## src/rtl/ofdm_frame_ctrl.sv

```systemverilog
// Frame controller beside ofdm_sync: header check, symbol-count divider, abort/holdoff sequencing.
// Define OFDM_FRAME_CTRL_STATS_EN to build the saturating ok/err frame counters.
module ofdm_frame_ctrl #(
   parameter int HDR_TIMEOUT = 1024,
   parameter int HOLDOFF     = 16,
   parameter int MAX_LENGTH  = 4095
) (
   input  logic        clk,
   input  logic        reset,
   input  logic        sof,
   input  logic        eof,
   input  logic [16:0] hdr_tdata,
   input  logic        hdr_tvalid,
   output logic        hdr_tready,
   output logic [15:0] num_symbols,
   output logic        num_symbols_valid,
   output logic        frame_abort,
   output logic        busy,
   output logic [15:0] stat_frames_ok,
   output logic [15:0] stat_frames_err
);

   localparam int TIMER_W = $clog2(HDR_TIMEOUT + 1);
   localparam int HOLD_W  = $clog2(HOLDOFF + 1);
   localparam logic [31:0] RATE_CODES = {4'b0011, 4'b0001, 4'b1011, 4'b1001,
                                         4'b0111, 4'b0101, 4'b1111, 4'b1101};
   localparam logic [63:0] NDBPS_VALS = {8'd216, 8'd192, 8'd144, 8'd96,
                                         8'd72,  8'd48,  8'd36,  8'd24};

   typedef enum logic [2:0] {S_IDLE, S_WAIT_HDR, S_DIV, S_RUN, S_HOLDOFF} state_t;

   state_t               state_reg;
   logic [TIMER_W-1:0]   timer_reg;
   logic [HOLD_W-1:0]    hold_reg;
   logic                 sof_latched_reg;
   logic [4:0]           div_cnt_reg;
   logic [15:0]          dividend_reg;
   logic [7:0]           divisor_reg;
   logic [15:0]          quo_reg;
   logic [15:0]          rem_reg;

   logic [3:0]  hdr_rate;
   logic [11:0] hdr_len;
   logic        hdr_parity;
   logic [7:0]  rate_hit;
   logic [7:0]  ndbps_sel;
   logic        hdr_ok;
   logic        hs;
   logic        timeout_hit;
   logic [15:0] rem_shift;
   logic [15:0] rem_sub;
   logic        rem_ge;

   assign hdr_rate   = hdr_tdata[3:0];
   assign hdr_len    = hdr_tdata[15:4];
   assign hdr_parity = hdr_tdata[16];
   assign hs         = hdr_tvalid && hdr_tready;
   assign timeout_hit = (timer_reg == TIMER_W'(HDR_TIMEOUT - 1));

   generate
      for (genvar gi = 0; gi < 8; gi++) begin : g_rate
         assign rate_hit[gi] = (hdr_rate == RATE_CODES[gi*4 +: 4]);
      end
   endgenerate

   always_comb begin
      ndbps_sel = 8'd0;
      for (int i = 0; i < 8; i++) begin
         if (rate_hit[i]) ndbps_sel = NDBPS_VALS[i*8 +: 8];
      end
   end

   assign hdr_ok = hdr_parity && (|rate_hit) && (hdr_len != 12'd0) &&
                   ({20'd0, hdr_len} <= 32'(MAX_LENGTH));

   // Restoring step: remainder stays below the 8-bit divisor, so bit 15 never carries out.
   assign rem_shift = {rem_reg[14:0], quo_reg[15]};
   assign rem_ge    = (rem_shift >= {8'd0, divisor_reg});
   assign rem_sub   = rem_shift - {8'd0, divisor_reg};

   always_ff @(posedge clk) begin
      if (reset) begin
         state_reg         <= S_IDLE;
         timer_reg         <= '0;
         hold_reg          <= '0;
         sof_latched_reg   <= 1'b0;
         div_cnt_reg       <= '0;
         dividend_reg      <= '0;
         divisor_reg       <= '0;
         quo_reg           <= '0;
         rem_reg           <= '0;
         hdr_tready        <= 1'b0;
         busy              <= 1'b0;
         num_symbols       <= '0;
         num_symbols_valid <= 1'b0;
         frame_abort       <= 1'b0;
      end else begin
         num_symbols_valid <= 1'b0;
         frame_abort       <= 1'b0;
         case (state_reg)
            S_IDLE: begin
               hdr_tready <= 1'b1;
               if (sof) begin
                  state_reg <= S_WAIT_HDR;
                  timer_reg <= '0;
                  busy      <= 1'b1;
               end
            end
            S_WAIT_HDR: begin
               if (hs && hdr_ok) begin
                  state_reg    <= S_DIV;
                  div_cnt_reg  <= '0;
                  dividend_reg <= 16'd22 + {1'b0, hdr_len, 3'b000};
                  divisor_reg  <= ndbps_sel;
                  hdr_tready   <= 1'b0;
               end else if (hs || (!sof && timeout_hit)) begin
                  state_reg       <= S_HOLDOFF;
                  hold_reg        <= '0;
                  sof_latched_reg <= 1'b0;
                  frame_abort     <= 1'b1;
                  busy            <= 1'b0;
               end else if (sof) begin
                  timer_reg <= '0;
               end else begin
                  timer_reg <= timer_reg + 1'b1;
               end
            end
            S_DIV: begin
               div_cnt_reg <= div_cnt_reg + 1'b1;
               if (div_cnt_reg == 5'd0) begin
                  quo_reg <= dividend_reg;
                  rem_reg <= '0;
               end else if (div_cnt_reg == 5'd17) begin
                  num_symbols       <= quo_reg + {15'd0, |rem_reg};
                  num_symbols_valid <= 1'b1;
                  state_reg         <= S_RUN;
               end else if (rem_ge) begin
                  rem_reg <= rem_sub;
                  quo_reg <= {quo_reg[14:0], 1'b1};
               end else begin
                  rem_reg <= rem_shift;
                  quo_reg <= {quo_reg[14:0], 1'b0};
               end
            end
            S_RUN: begin
               if (eof && sof) begin
                  state_reg  <= S_WAIT_HDR;
                  timer_reg  <= '0;
                  hdr_tready <= 1'b1;
               end else if (eof) begin
                  state_reg       <= S_HOLDOFF;
                  hold_reg        <= '0;
                  sof_latched_reg <= 1'b0;
                  hdr_tready      <= 1'b1;
                  busy            <= 1'b0;
               end else if (sof) begin
                  state_reg   <= S_WAIT_HDR;
                  timer_reg   <= '0;
                  frame_abort <= 1'b1;
                  hdr_tready  <= 1'b1;
               end
            end
            S_HOLDOFF: begin
               if (sof) sof_latched_reg <= 1'b1;
               if (hold_reg == HOLD_W'(HOLDOFF - 1)) begin
                  if (sof_latched_reg || sof) begin
                     state_reg <= S_WAIT_HDR;
                     timer_reg <= '0;
                     busy      <= 1'b1;
                  end else begin
                     state_reg <= S_IDLE;
                  end
               end else begin
                  hold_reg <= hold_reg + 1'b1;
               end
            end
            default: begin
               state_reg  <= S_IDLE;
               hdr_tready <= 1'b1;
               busy       <= 1'b0;
            end
         endcase
      end
   end

`ifdef OFDM_FRAME_CTRL_STATS_EN
   logic        ok_evt;
   logic        err_evt;
   logic [15:0] ok_cnt_reg;
   logic [15:0] err_cnt_reg;

   assign ok_evt  = (state_reg == S_RUN) && eof;
   assign err_evt = ((state_reg == S_WAIT_HDR) && (hs ? !hdr_ok : (!sof && timeout_hit))) ||
                    ((state_reg == S_RUN) && sof && !eof);

   always_ff @(posedge clk) begin
      if (reset) begin
         ok_cnt_reg  <= '0;
         err_cnt_reg <= '0;
      end else begin
         if (ok_evt && (ok_cnt_reg != 16'hFFFF))   ok_cnt_reg  <= ok_cnt_reg + 1'b1;
         if (err_evt && (err_cnt_reg != 16'hFFFF)) err_cnt_reg <= err_cnt_reg + 1'b1;
      end
   end

   assign stat_frames_ok  = ok_cnt_reg;
   assign stat_frames_err = err_cnt_reg;
`else
   assign stat_frames_ok  = 16'd0;
   assign stat_frames_err = 16'd0;
`endif

endmodule

```

## config.mk

```make
export PLATFORM = sky130hd
export DESIGN_NAME = ofdm_frame_ctrl
export DESIGN_NICKNAME = d
export VERILOG_FILES = /design/src/rtl/ofdm_frame_ctrl.sv
export SDC_FILE = /design/constraint.sdc
export NUM_CORES = 1
export LEC_CHECK = 0
export ABC_CLOCK_PERIOD_IN_PS = 3900
export BUFFER_PORTS_ARGS = -buffer_cell sky130_fd_sc_hd__buf_2
export CORE_UTILIZATION = 57
export DETAILED_ROUTE_END_ITERATION = 10
export GPL_TIMING_DRIVEN = 0
export HOLD_SLACK_MARGIN = 0.1
export PLACE_DENSITY = 0.79
export SYNTH_ARGS = -nofsm -noshare
export SYNTH_HDL_FRONTEND = slang
export SYNTH_SLANG_ARGS = --single-unit
```

## constraint.sdc

```tcl
create_clock -name clk -period 3.9 [get_ports clk]
set_input_delay 0.195 -clock clk [delete_from_list [all_inputs] [get_ports clk]]
set_output_delay 0.195 -clock clk [all_outputs]
set_load 0.01 [all_outputs]
```

==> results by group <==
Drt
  – DRT iter0 DRCs: approximately 240
  – DR DRC count: 0
  – Wire per inst: 14.3 um
  – Detailed Routing Iterations Pass 1: 5
  – Final ANT Viol Nets: 0
  – Routed wire length: 12.6 mm
  – Total number of vias: 4985
  – Via density per instance: 5.67

STA
  – Slew Limit Fails: 0
  – Min Hold Slack: 122 ps
  – Clk_skew: about 20 ps
  – Min cycle time layout: 2680 ps
  – Setup Viol. Count Final: 0
  – Setup_tns: 0 ps
  – Final worst slack: between 1000 and 1500 ps
  – Hold Vio Cnt, Final: 0
  – RSZ-0062 raised after global routing: no
  – Rel. slew slack: 40.1%
  – Achievable Freq: 374 MHz
  – Worst-margin pin slew: 892 ps
  – Tcrit/Tclk final: 68.6%

Critical path
  – Crit Path Max Fanout: 6
  – WP buf/inv: 1
  – WP data required: approximately 4200 ps
  – Critical Path AT: roughly 3000 ps
  – Worst r2r src: rem_reg[8]
  – Crit Path Category: reg -> reg
  – Worst path depth: 10
  – R2r worst-path depth: 10
  – Critical-path top delay cell: nor4_1
  – Worst path max stage delay: 400 ps
  – Top delay family on crit path: simple AND/OR/NAND/NOR gates
  – Worst path cell trace: nor4_1 > nor3b_1 > nand4_1 > ha_1 > ha_1 > and3_1 > clkbuf_1 > and3_1 > xnor2_1 > a211oi_1
  – CP startpoint kind: flip-flop
  – Critical path capture point type: flip-flop
  – R2r setup slk: 1220 ps
  – RR Endpoint: num_symbols[8]

Cells and area
  – Area of the multi-input gates: 3100 um2
  – Antenna Cells: 0
  – FF/Latch Area: 1940 um2
  – Share of cells above drive strength 1: 14.7%
  – Final Non-Filler Cells: 879
  – Nets: 801
  – Synthesis-to-finish area growth: 12.2%
  – Fillers: 782

Synth
  – EDFF count, synth: 0
  – Count of cell types in the netlist: between 60 and 70
  – Post-synthesis cell count: 679
  – Adder-cell area share of the yosys netlist: 3.86%
  – Synth async-reset ratio: 0%
  – Seq/Total Area, Yosys: 36.1%
  – Simple-Gate Fraction of Synth Area: 27.2%
  – Post-Synth XOR/XNOR Area: 5.21%
  – Synthesized cell area: 5380 um2
  – #FFs+latches synth: 97
  – Synthesis Warnings: 0
  – Main combinational cell family by area after synthesis: simple AND/OR/NAND/NOR gates
  – Primary FF master, synth: dfxtp_1
  – Synth Area in Compound Gates: 18.2%
  – Avg Inst Size Synth: 7.92 um2
  – Mux contribution to synthesized area: 0.954%

Global route
  – GRT met2 Usage: 46.4%
  – Vias in the first global route: roughly 4600
  – Grt ovf: 0
  – GRT met3 Usage: 4.43%
  – Global-route wire length before repair: 21.2 mm
  – Pin count of the biggest net entering global routing: 19
  – Initial antenna violation count: 0
  – Met1 GRT Util: 33.6%
  – Total track usage: approximately a quarter
  – Global route hottest layer: met2

Placement
  – Hpwl dp: 9.54 mm
  – GPL Wtd Cong: 0.967
  – Post-Place Cells: ~860
  – Pre-CTS WS: between 1000 and 1500 ps
  – IO buf count: 40

Run status
  – Status: complete, no violations

Hold path
  – Hold Crit Class: in -> reg
  – Min-delay src: hdr_tdata[15]
  – Worst hold stages: 3
  – Hold Path End: dividend_reg[15]

Floorplan
  – CORE AREA: around 9200 um2
  – Die ar.: 9820 um2
  – FP Rows: 35
  – DIE WIDTH: 99.1 um
  – I/O pin count: 74
  – Starting Density: 58.4%
  – Die height: a little under 100 um

Power
  – Total power: 1880 uW
  – Max VDD drop: ~0.21 mV
  – PD cells: 312 nW/um2
  – Leak: ~0.0023 uW

Clock network
  – Clock Sinks: 97
  – CTS resizes: 0
  – Clock Latency Late Sink: 370 ps
  – CTS HTree Levels: 3
  – Post CTS Setup Buffer Count: 0
  – TritonCTS clock tree: yes
  – Max Buffers Root-to-Sink: 2
  – Clk slew on worst S/H paths: 110 ps
  – Total CTS buffers: 9
  – CTS root buf: clkbuf_8

Job
  – Max Cap Viol: 0
worst reg2reg max path, cell delays in order (launching register included):
cell and delay (ps):
dfxtp_1 380, nor4_1 400, nor3b_1 320, nand4_1 150
ha_1 250, ha_1 230, and3_1 180, clkbuf_1 150
and3_1 210, xnor2_1 120, a211oi_1 210
placed cells by master, fill, tap and decap left out, drive strengths merged, types with 5 or more instances in the layout:
| cell type | count |
|---|---|
| a211oi | 23 |
| dfxtp | 97 |
| nand2 | 93 |
| nor2 | 92 |
| inv | 18 |
| and3 | 13 |
| nor3 | 20 |
| and4 | 5 |
| xor2 | 17 |
| a21oi | 41 |
| clkbuf | 31 |
| nand2b | 9 |
| nor4 | 10 |
| nand4 | 7 |
| and2 | 6 |
| a311oi | 18 |
| conb | 32 |
| buf | 83 |
| o21ai | 23 |
| nor2b | 6 |
| o31ai | 5 |
| xnor2 | 15 |
| o2111ai | 5 |
| nand3 | 28 |
| ha | 15 |
synth_stat cells (6+ instances only):
cell type / n / area (um2)
nor3_1: 18 / 90.1
a211oi_1: 23 / 173
clkbuf_1: 22 / 82.6
nand2b_1: 9 / 56.3
dfxtp_1: 97 / 1940
buf_4: 32 / 240
a21oi_1: 41 / 205
nand2_1: 92 / 345
inv_1: 13 / 48.8
xor2_1: 17 / 149
buf_2: 8 / 40.0
a311oi_1: 18 / 158
o21ai_0: 22 / 110
xnor2_1: 15 / 131
nor2_1: 91 / 342
nand3_1: 28 / 140
ha_1: 15 / 188
nand4_1: 7 / 43.8
and3_1: 12 / 75.1
nor2b_1: 6 / 37.5
nor4_1: 10 / 62.6
kinds of logic (layout without fill, tap and decap cells):
logic type | after synthesis | after routing
AND/OR/NAND/NOR | 304 | 304
AO/OA/AOI/OAI | 145 | 145
flip-flops | 97 | 97
buffers and inverters | 79 | 137
XOR/XNOR | 32 | 32
adder cells (fa/ha/maj) | 16 | 16
multiplexers | 5 | 5
other | 1 | 32
per-stage QoR:
stage               util [%]  area [um2]
finish                  65.6        6030
detailed placement      63.4        5830
global route            65.6        6030
global placement        63.4        5830
floorplan                  -        5490
CTS                     65.6        6030
report_power, final:
part           switching, uW  total, uW  leakage (uW)  internal, uW
Combinational            151        243       0.00147          91.3
Sequential              11.4       1010      0.000782          1000
Clock                    382        625     0.0000925           244
layer usage:
layer / wire (um) / up-vias
li1: - / 2522
met1: 5500 / 2277
met2: 6200 / 171
met3: 712 / 15
met4: 133 / 0
met5: 0 / -
how the worst max path moves through the flow:
stage | from | endpoint
2_1_floorplan | rem_reg[8] | num_symbols[8]
3_3_place_gp | rem_reg[8] | num_symbols[8]
3_5_place_dp | rem_reg[8] | num_symbols[8]
4_1_cts | rem_reg[8] | num_symbols[8]
5_1_grt | rem_reg[8] | num_symbols[8]
6_report | rem_reg[8] | num_symbols[8]
final cells by class:
cell class | count | share of cell area, %
multi-input combinational | 534 | 51.4
sequential | 97 | 32.2
buffer | 65 | 6.57
timing repair buffer | 42 | 3.65
tap | 111 | 2.30
clock buffer | 9 | 2.05
clock inverter | 7 | 0.975
inverter | 14 | 0.871
timing repair:
action / CTS / global route
hold buffers: 2 / 0
setup endpoints to repair: 0 / 0
hold endpoints to repair: 2 / 0
Power figures use the tool's default switching activity.
